### src/rtl/fetch_sequencer.sv
// Instruction fetch sequencer: requests an instruction, issues it for decode, then drives
// the PC with an increment, a jump or a return popped from a small return-address stack.
module fetch_sequencer #(
    parameter int STACK_DEPTH = 4,
    parameter int ACK_TIMEOUT = 15
) (
    input  logic        clock,
    input  logic        reset_n,
    input  logic        start,
    input  logic        halt,
    output logic        mem_req,
    input  logic        mem_ack,
    output logic        instr_valid,
    input  logic        branch_req,
    input  logic        call_req,
    input  logic        ret_req,
    input  logic [15:0] target,
    input  logic [15:0] pc_value,
    output logic        controle,
    output logic        hab_jump,
    output logic [15:0] jump_pc,
    output logic        busy,
    output logic        stack_ovf,
    output logic        stack_unf,
    output logic        mem_err
);

    localparam int SP_W  = $clog2(STACK_DEPTH + 1);
    localparam int IDX_W = $clog2(STACK_DEPTH);
    localparam int CNT_W = $clog2(ACK_TIMEOUT + 1);

    typedef enum logic [2:0] {
        S_IDLE,
        S_FETCH,
        S_ISSUE,
        S_UPDATE,
        S_HALTED
    } state_t;

    state_t             state_q, state_d;
    logic [CNT_W-1:0]   cnt_q, cnt_d;
    logic [SP_W-1:0]    sp_q, sp_d;
    logic [15:0]        stack_q [STACK_DEPTH];
    logic [15:0]        stack_d [STACK_DEPTH];
    logic               ovf_q, ovf_d;
    logic               unf_q, unf_d;
    logic               err_q, err_d;
    logic [15:0]        jump_pc_q, jump_pc_d;
    logic               controle_q, controle_d;
    logic               hab_jump_q, hab_jump_d;
    logic               mem_req_q, mem_req_d;
    logic               instr_valid_q, instr_valid_d;
    logic               busy_q, busy_d;

    logic [IDX_W-1:0]   top_idx;
    logic [IDX_W-1:0]   push_idx;

    assign top_idx  = IDX_W'(sp_q - SP_W'(1));
    assign push_idx = IDX_W'(sp_q);

    always_comb begin
        state_d    = state_q;
        cnt_d      = cnt_q;
        sp_d       = sp_q;
        stack_d    = stack_q;
        ovf_d      = ovf_q;
        unf_d      = unf_q;
        err_d      = err_q;
        jump_pc_d  = jump_pc_q;
        controle_d = 1'b0;
        hab_jump_d = 1'b0;

        case (state_q)
            S_IDLE, S_HALTED: begin
                // In HALTED a simultaneous halt keeps the sequencer parked.
                if (start && !(state_q == S_HALTED && halt)) begin
                    state_d = S_FETCH;
                    cnt_d   = '0;
                    ovf_d   = 1'b0;
                    unf_d   = 1'b0;
                    err_d   = 1'b0;
                end
            end
            S_FETCH: begin
                if (mem_ack) begin
                    cnt_d   = '0;
                    state_d = S_ISSUE;
                end else if (cnt_q == CNT_W'(ACK_TIMEOUT - 1)) begin
                    cnt_d   = '0;
                    err_d   = 1'b1;
                    state_d = S_IDLE;
                end else begin
                    cnt_d = cnt_q + CNT_W'(1);
                end
            end
            S_ISSUE: begin
                // Redirect inputs are captured here; the PC controls they produce appear during UPDATE.
                state_d = S_UPDATE;
                if (ret_req) begin
                    if (sp_q == '0) begin
                        unf_d      = 1'b1;
                        controle_d = 1'b1;
                    end else begin
                        sp_d       = sp_q - SP_W'(1);
                        hab_jump_d = 1'b1;
                        jump_pc_d  = stack_q[top_idx];
                    end
                end else if (call_req) begin
                    hab_jump_d = 1'b1;
                    jump_pc_d  = target;
                    if (sp_q == SP_W'(STACK_DEPTH)) begin
                        ovf_d = 1'b1;
                    end else begin
                        stack_d[push_idx] = pc_value + 16'd1;
                        sp_d              = sp_q + SP_W'(1);
                    end
                end else if (branch_req) begin
                    hab_jump_d = 1'b1;
                    jump_pc_d  = target;
                end else begin
                    controle_d = 1'b1;
                end
            end
            S_UPDATE: begin
                cnt_d   = '0;
                state_d = halt ? S_HALTED : S_FETCH;
            end
            default: state_d = S_IDLE;
        endcase

        mem_req_d     = (state_d == S_FETCH);
        instr_valid_d = (state_d == S_ISSUE);
        busy_d        = (state_d == S_FETCH) || (state_d == S_ISSUE) || (state_d == S_UPDATE);
    end

    always_ff @(posedge clock or negedge reset_n) begin
        if (!reset_n) begin
            state_q       <= S_IDLE;
            cnt_q         <= '0;
            sp_q          <= '0;
            for (int i = 0; i < STACK_DEPTH; i++) begin
                stack_q[i] <= '0;
            end
            ovf_q         <= 1'b0;
            unf_q         <= 1'b0;
            err_q         <= 1'b0;
            jump_pc_q     <= '0;
            controle_q    <= 1'b0;
            hab_jump_q    <= 1'b0;
            mem_req_q     <= 1'b0;
            instr_valid_q <= 1'b0;
            busy_q        <= 1'b0;
        end else begin
            state_q       <= state_d;
            cnt_q         <= cnt_d;
            sp_q          <= sp_d;
            stack_q       <= stack_d;
            ovf_q         <= ovf_d;
            unf_q         <= unf_d;
            err_q         <= err_d;
            jump_pc_q     <= jump_pc_d;
            controle_q    <= controle_d;
            hab_jump_q    <= hab_jump_d;
            mem_req_q     <= mem_req_d;
            instr_valid_q <= instr_valid_d;
            busy_q        <= busy_d;
        end
    end

    assign mem_req     = mem_req_q;
    assign instr_valid = instr_valid_q;
    assign controle    = controle_q;
    assign hab_jump    = hab_jump_q;
    assign jump_pc     = jump_pc_q;
    assign busy        = busy_q;
    assign stack_ovf   = ovf_q;
    assign stack_unf   = unf_q;
    assign mem_err     = err_q;

endmodule

### config.mk
export PLATFORM = sky130hd
export DESIGN_NAME = fetch_sequencer
export DESIGN_NICKNAME = d
export VERILOG_FILES = /design/src/rtl/fetch_sequencer.sv
export SDC_FILE = /design/constraint.sdc
export NUM_CORES = 1
export LEC_CHECK = 0
export CAP_MARGIN = 0
export CORE_ASPECT_RATIO = 0.5
export CORE_MARGIN = 4
export CORE_UTILIZATION = 54
export DETAILED_ROUTE_END_ITERATION = 8
export HOLD_SLACK_MARGIN = 0.06
export PLACE_DENSITY_LB_ADDON = 0.25
export SYNTH_ARGS = -nofsm -noshare
export SYNTH_HDL_FRONTEND = slang
export SYNTH_SLANG_ARGS = --single-unit
### constraint.sdc
create_clock -name clock -period 5.4 [get_ports clock]
set_input_delay 0.81 -clock clock [delete_from_list [all_inputs] [get_ports clock]]
set_output_delay 0.81 -clock clock [all_outputs]
set_load 0.005 [all_outputs]
# After elaboration in Yosys (flattened, before gate mapping)
# Cells that the tools add are included.
[op_classes]
eq_ne = 19
order_cmp = 3
addsub = 4
reduce_logical = 21
bitwise_logic = 4
n_mux = 44
[ops]
columns = ["cell", "n"]
rows = [
  ["16-bit two-way mux", 7],
  ["64-bit bitwise mux", 1],
  ["16-bit binary-select mux with 2-bit select", 1],
  ["16-bit demux with 2-bit select", 1],
  ["3-bit two-way mux", 8],
  ["2-bit != test (second input constant)", 10],
  ["1-bit two-way mux", 18],
  ["16-bit by 1-bit adder with 16-bit output (second input constant)", 1],
  ["4-bit AND reduction", 4],
  ["3-bit by 2-bit == test with 1-bit output (second input constant)", 4],
  ["4-bit two-way mux", 3],
  ["3-bit case mux with 4 select lines", 1],
  ["4-bit case mux with 3 select lines", 1],
  ["3-bit by 1-bit == test with 1-bit output (second input constant)", 2],
  ["3-bit == test (second input constant)", 2],
  ["3-bit greater-or-equal comparator (second input constant)", 2],
  ["3-bit zero test", 2],
  ["2-bit inverter with 3-bit output", 2],
  ["1-bit case mux with 2 select lines", 3],
  ["2-bit nonzero test", 3],
  ["3-bit nonzero test", 2],
  ["5-bit AND reduction", 1],
  ["4-bit by 1-bit adder with 4-bit output (second input constant)", 1],
  ["4-bit == test (second input constant)", 1],
  ["10 further kinds", 14],
]
[word_totals]
output_inout_bits = 24
in_bits = 40
reg_bits = 98
wordCells = 111

# Longest topological paths before layout
[depth]
ltp_word = 9
ltp_mapped = 10
ltp_nobuf = 8

# Worst setup path after synthesis
# No wires, ideal clock.
[synth_timing]
path_type = "flip-flop to flip-flop"
start = "register sp_q[0]"
end = "register stack_q[45] (netlist name)"
setup_ns = 0.132
period_less_slack_ns = 2.406
required_ns = 5.268
path_stages_with_launch = 11
path_slack_ns = 2.994
t_arrival_ns = 2.273
n_path_buf = 3
path_cell_list = "dfrtp_1 -> buf_2 -> buf_2 -> inv_1 -> ha_1 -> ha_1 -> nor3b_2 -> nand3_1 -> buf_2 -> nand2_1 -> o21ai_0"
[synth_between]
elab_chain_cells = 6
word_cells_on_any_way = 10
classes_between = "order compare: 2; eq/ne: 1; mux: 3; bitwise: 2; reduce/logical: 2"
[synth_lines]
columns = ["element", "line", "rtl"]
rows = [
  ["start, declared", "42", "logic [SP_W-1:0] sp_q, sp_d;"],
  ["start signal, assigned", "156", "sp_q <= sp_d;"],
  ["2-bit inverter with 3-bit output (implied by the code)", "114", "stack_d[push_idx] = pc_value + 16'd1;"],
  ["3-bit greater-or-equal comparator (implied by the code) or 3-bit by 1-bit < comparator with 1-bit output (tied branches)", "114", ""],
  ["1-bit logical AND (implied by the code)", "114", ""],
  ["16-bit two-way mux (implied by the code)", "114", ""],
  ["16-bit demux with 2-bit select", "114", ""],
  ["64-bit bitwise mux", "114", ""],
  ["end signal, assigned", "157", "stack_q <= stack_d;"],
  ["end, declared", "43", "logic [15:0] stack_q [STACK_DEPTH];"],
]
# Parallel ways exist; a longest one is shown, timed or not.
# A chain may end at the register's enable or synchronous reset.

# Worst setup path in the final report
[layout_timing]
start = "register sp_q[0]"
end = "register stack_q[1] (netlist name)"
# The elaborated chain is that of the path after synthesis.

==> results.sh <==
export IMPL_grt_antenna_before_repair=0
export IMPL_wl_met3_um=872
export IMPL_topRoutingLayerUsed="met4"
export IMPL_report_final_slew_viol_count=0
export IMPL_diodes=0
export IMPL_die_w_um=139
export IMPL_r2r_start="sp_q[0]$_DFFE_PN0P_"
export IMPL_grt_max_degree=60
export IMPL_finalSetupTns_ns=0
export IMPL_place_gp_congestion=0.827
export IMPL_firstDrtPassIters=5
export IMPL_cts_sinks=98
export IMPL_grt_overflow=0
export IMPL_clock_path_buffers=2
export IMPL_cp_arrival_ns=3.58
export IMPL_tightest_slew_ns=1.07
export IMPL_final_common_cell="dfrtp_1"
export IMPL_critPathKind="reg -> reg"
export IMPL_setup_viol=0
export IMPL_cap_violations=0
export IMPL_fin_nets=568
export IMPL_layout_min_cycle_time_ns=3.35
export IMPL_post_cts_resized=0
export IMPL_p_total_mw=2.80
export IMPL_routed_wl_met2_um=4860
export IMPL_drt_met1_wl_um=5230
export IMPL_syn2layout_area_growth_pct=21.3
export IMPL_yosys_warnings=0
export IMPL_track_usage=0.230
export IMPL_totalWireLength_um=11100
export IMPL_r2r_end="stack_q[1]$_DFFE_PN0P_"
export IMPL_worstSkewPairLatency_ns=0.35
export IMPL_die_area_mm2=0.0102
export IMPL_relSlewSlack=0.282
export IMPL_portBuffers=63
export IMPL_irDropWorstVdd_uv=228
export IMPL_power_density_mw_per_mm2=498
export IMPL_drt_iter0_drc=311
export IMPL_num_io_pins=64
export IMPL_r2r_setup_slack_ns=2.05
export IMPL_drc_errors=0
export IMPL_viasPerCell=5.81
export IMPL_synth_area_per_cell_um2=9.89
export IMPL_postRouteAntennaNets=0
export IMPL_crit_path_start_kind="register"
export IMPL_crit_fanout=31
export IMPL_hp_class="in -> async"
export IMPL_syn_nets=517
export IMPL_cts_hold_buf=0
export IMPL_cts_tree="done"
export IMPL_worstSetupEndpointType="register"
export IMPL_die_h_um=73.5
export IMPL_reg2reg_depth=7
export IMPL_syn_area_mm2=0.00463
export IMPL_fin_worst_skew_ns=0.00761
export IMPL_cp_required_ns=5.63
export IMPL_coreArea_mm2=0.00817
export IMPL_fmax_mhz=299
export IMPL_path_clk_slew_ns=0.06
export IMPL_synth_seq_area_share=0.530
export IMPL_post_drt_wl_per_cell_um=17.4
export IMPL_htree_levels=3
export IMPL_synth_seq_cells=98
export IMPL_grt_pass1_vias=3546
export IMPL_initial_core_util=0.567
export IMPL_drive_above_1_share=0.0649
export IMPL_hpwl_um=7600
export IMPL_fin_area_mm2=0.00562
export IMPL_timing_hold_ws_ns=0.442
export IMPL_fin_crit_sh=0.620
export IMPL_synth_cells=468
export IMPL_cts_root_buffer="clkbuf_16"
export IMPL_cts_setup_buffers=0
export IMPL_status="finished, final reports clean"
export IMPL_placed_area_mm2=0.00531
export IMPL_rows=23
export IMPL_power_leakage_nw=2.50
export IMPL_ys_types=41
export IMPL_grt_first_pass_wirelength_um=18300
export IMPL_rsz0062_at_grt="false"
export IMPL_cts_buffers=9
export IMPL_vias=3693
export IMPL_hold_viol_final=0
export IMPL_final_cell_mix="dfrtp_1, nand2_1, clkdlybuf4s50_1, o21ai_0, a21oi_1"
cells in the mapped netlist, drive strengths merged:
cell / number / area, µm²
dfrtp: 98 / 2450
nand2: 83 / 312
o21ai: 60 / 300
a21oi: 43 / 215
nor2: 27 / 101
mux2i: 23 / 230
clkbuf: 17 / 63.8
nand3: 13 / 70.1
a22o: 11 / 96.3
buf: 10 / 53.8
ha: 9 / 113
xor2: 9 / 78.8
inv: 7 / 26.3
nand4: 7 / 43.8
xnor2: 6 / 52.6
mux4: 5 / 113
nor2b: 5 / 31.3
and2: 3 / 18.8
mux2: 3 / 33.8
nor3b: 3 / 38.8
nor4: 3 / 18.8
a31oi: 2 / 12.5
a41oi: 2 / 17.5
and3: 2 / 12.5
and4: 2 / 17.5
nand2b: 2 / 12.5
nor3: 2 / 10.0
o22ai: 2 / 12.5
or2: 2 / 12.5
a21o: 1 / 7.51
nand4b: 1 / 8.76
nor4b: 1 / 8.76
o211a: 1 / 10.0
o21bai: 1 / 7.51
o221a: 1 / 11.3
or3: 1 / 6.26
power by group:
| group | switching [mW] | total, mW | internal [mW] |
|---|---|---|---|
| Sequential | 0.174 | 1.18 | 1.00 |
| Combinational | 0.492 | 0.969 | 0.477 |
| Clock | 0.274 | 0.648 | 0.374 |
| Total | 0.941 | 2.80 | 1.86 |
metrics by stage:
step | setup slack, ns | utilization | std cells
2_1_floorplan | 2.99 | - | 468
3_3_place_gp | 2.11 | 0.650 | 620
3_5_place_dp | 2.01 | 0.650 | 620
4_1_cts | 2.10 | 0.687 | 636
5_1_grt | 1.83 | 0.687 | 636
6_report | 2.05 | 0.687 | 636
worst max path at each step:
| stage | startpoint | endpoint | slack [ns] | depth (start not counted) |
|---|---|---|---|---|
| 3_3_place_gp | ret_req | stack_q[17]$_DFFE_PN0P_ | 2.11 | 4 |
| 3_5_place_dp | ret_req | stack_q[1]$_DFFE_PN0P_ | 2.01 | 4 |
| 6_report | sp_q[0]$_DFFE_PN0P_ | stack_q[1]$_DFFE_PN0P_ | 2.05 | 7 |
| 4_1_cts | sp_q[0]$_DFFE_PN0P_ | stack_q[17]$_DFFE_PN0P_ | 2.10 | 7 |
| 2_1_floorplan | sp_q[0]$_DFFE_PN0P_ | stack_q[45]$_DFFE_PN0P_ | 2.99 | 10 |
| 5_1_grt | sp_q[0]$_DFFE_PN0P_ | stack_q[1]$_DFFE_PN0P_ | 1.83 | 7 |
cell families after synthesis:
logic type                 count (synthesis)  share of synthesized area
buffers and inverters                     34                     0.0311
and+or+nand+nor                          157                      0.156
xor gates and xnor gates                  15                     0.0284
adders and majority gates                  9                     0.0243
DFF                                       98                      0.530
muxes                                     31                     0.0813
AOI/OAI and AO/OA                        124                      0.149
registers in the layout, summed over array words and instances (netlist names):
register     count
stack_unf        1
state_q          3
mem_req          1
hab_jump         1
jump_pc         16
controle         1
mem_err          1
stack_ovf        1
cnt_q            4
sp_q             3
stack_q         64
instr_valid      1
busy             1
cell type report:
cell class / count / area, µm²
clock inverter: 5 / 61.3
inverter: 7 / 26.3
sequential: 98 / 2450
fill: 656 / 2560
tap: 112 / 140
multi-input combinational: 336 / 2030
clock buffer: 11 / 243
timing repair buffer: 67 / 658
per-layer routing:
layer,GRT usage,vias to the layer above
li1,-,1738
met1,0.331,1812
met2,0.343,128
met3,0.0741,15
met4,0.0531,0
met5,0,-
critical path, stage by stage (launching register included):
cell and delay [ns]:
dfrtp_1 0.33, buf_4 0.47, inv_1 0.16, ha_1 0.29, ha_1 0.24, nor3b_2 0.34, nand3_1 0.82, mux2_2 0.57
(Power assumes the default switching activity.)
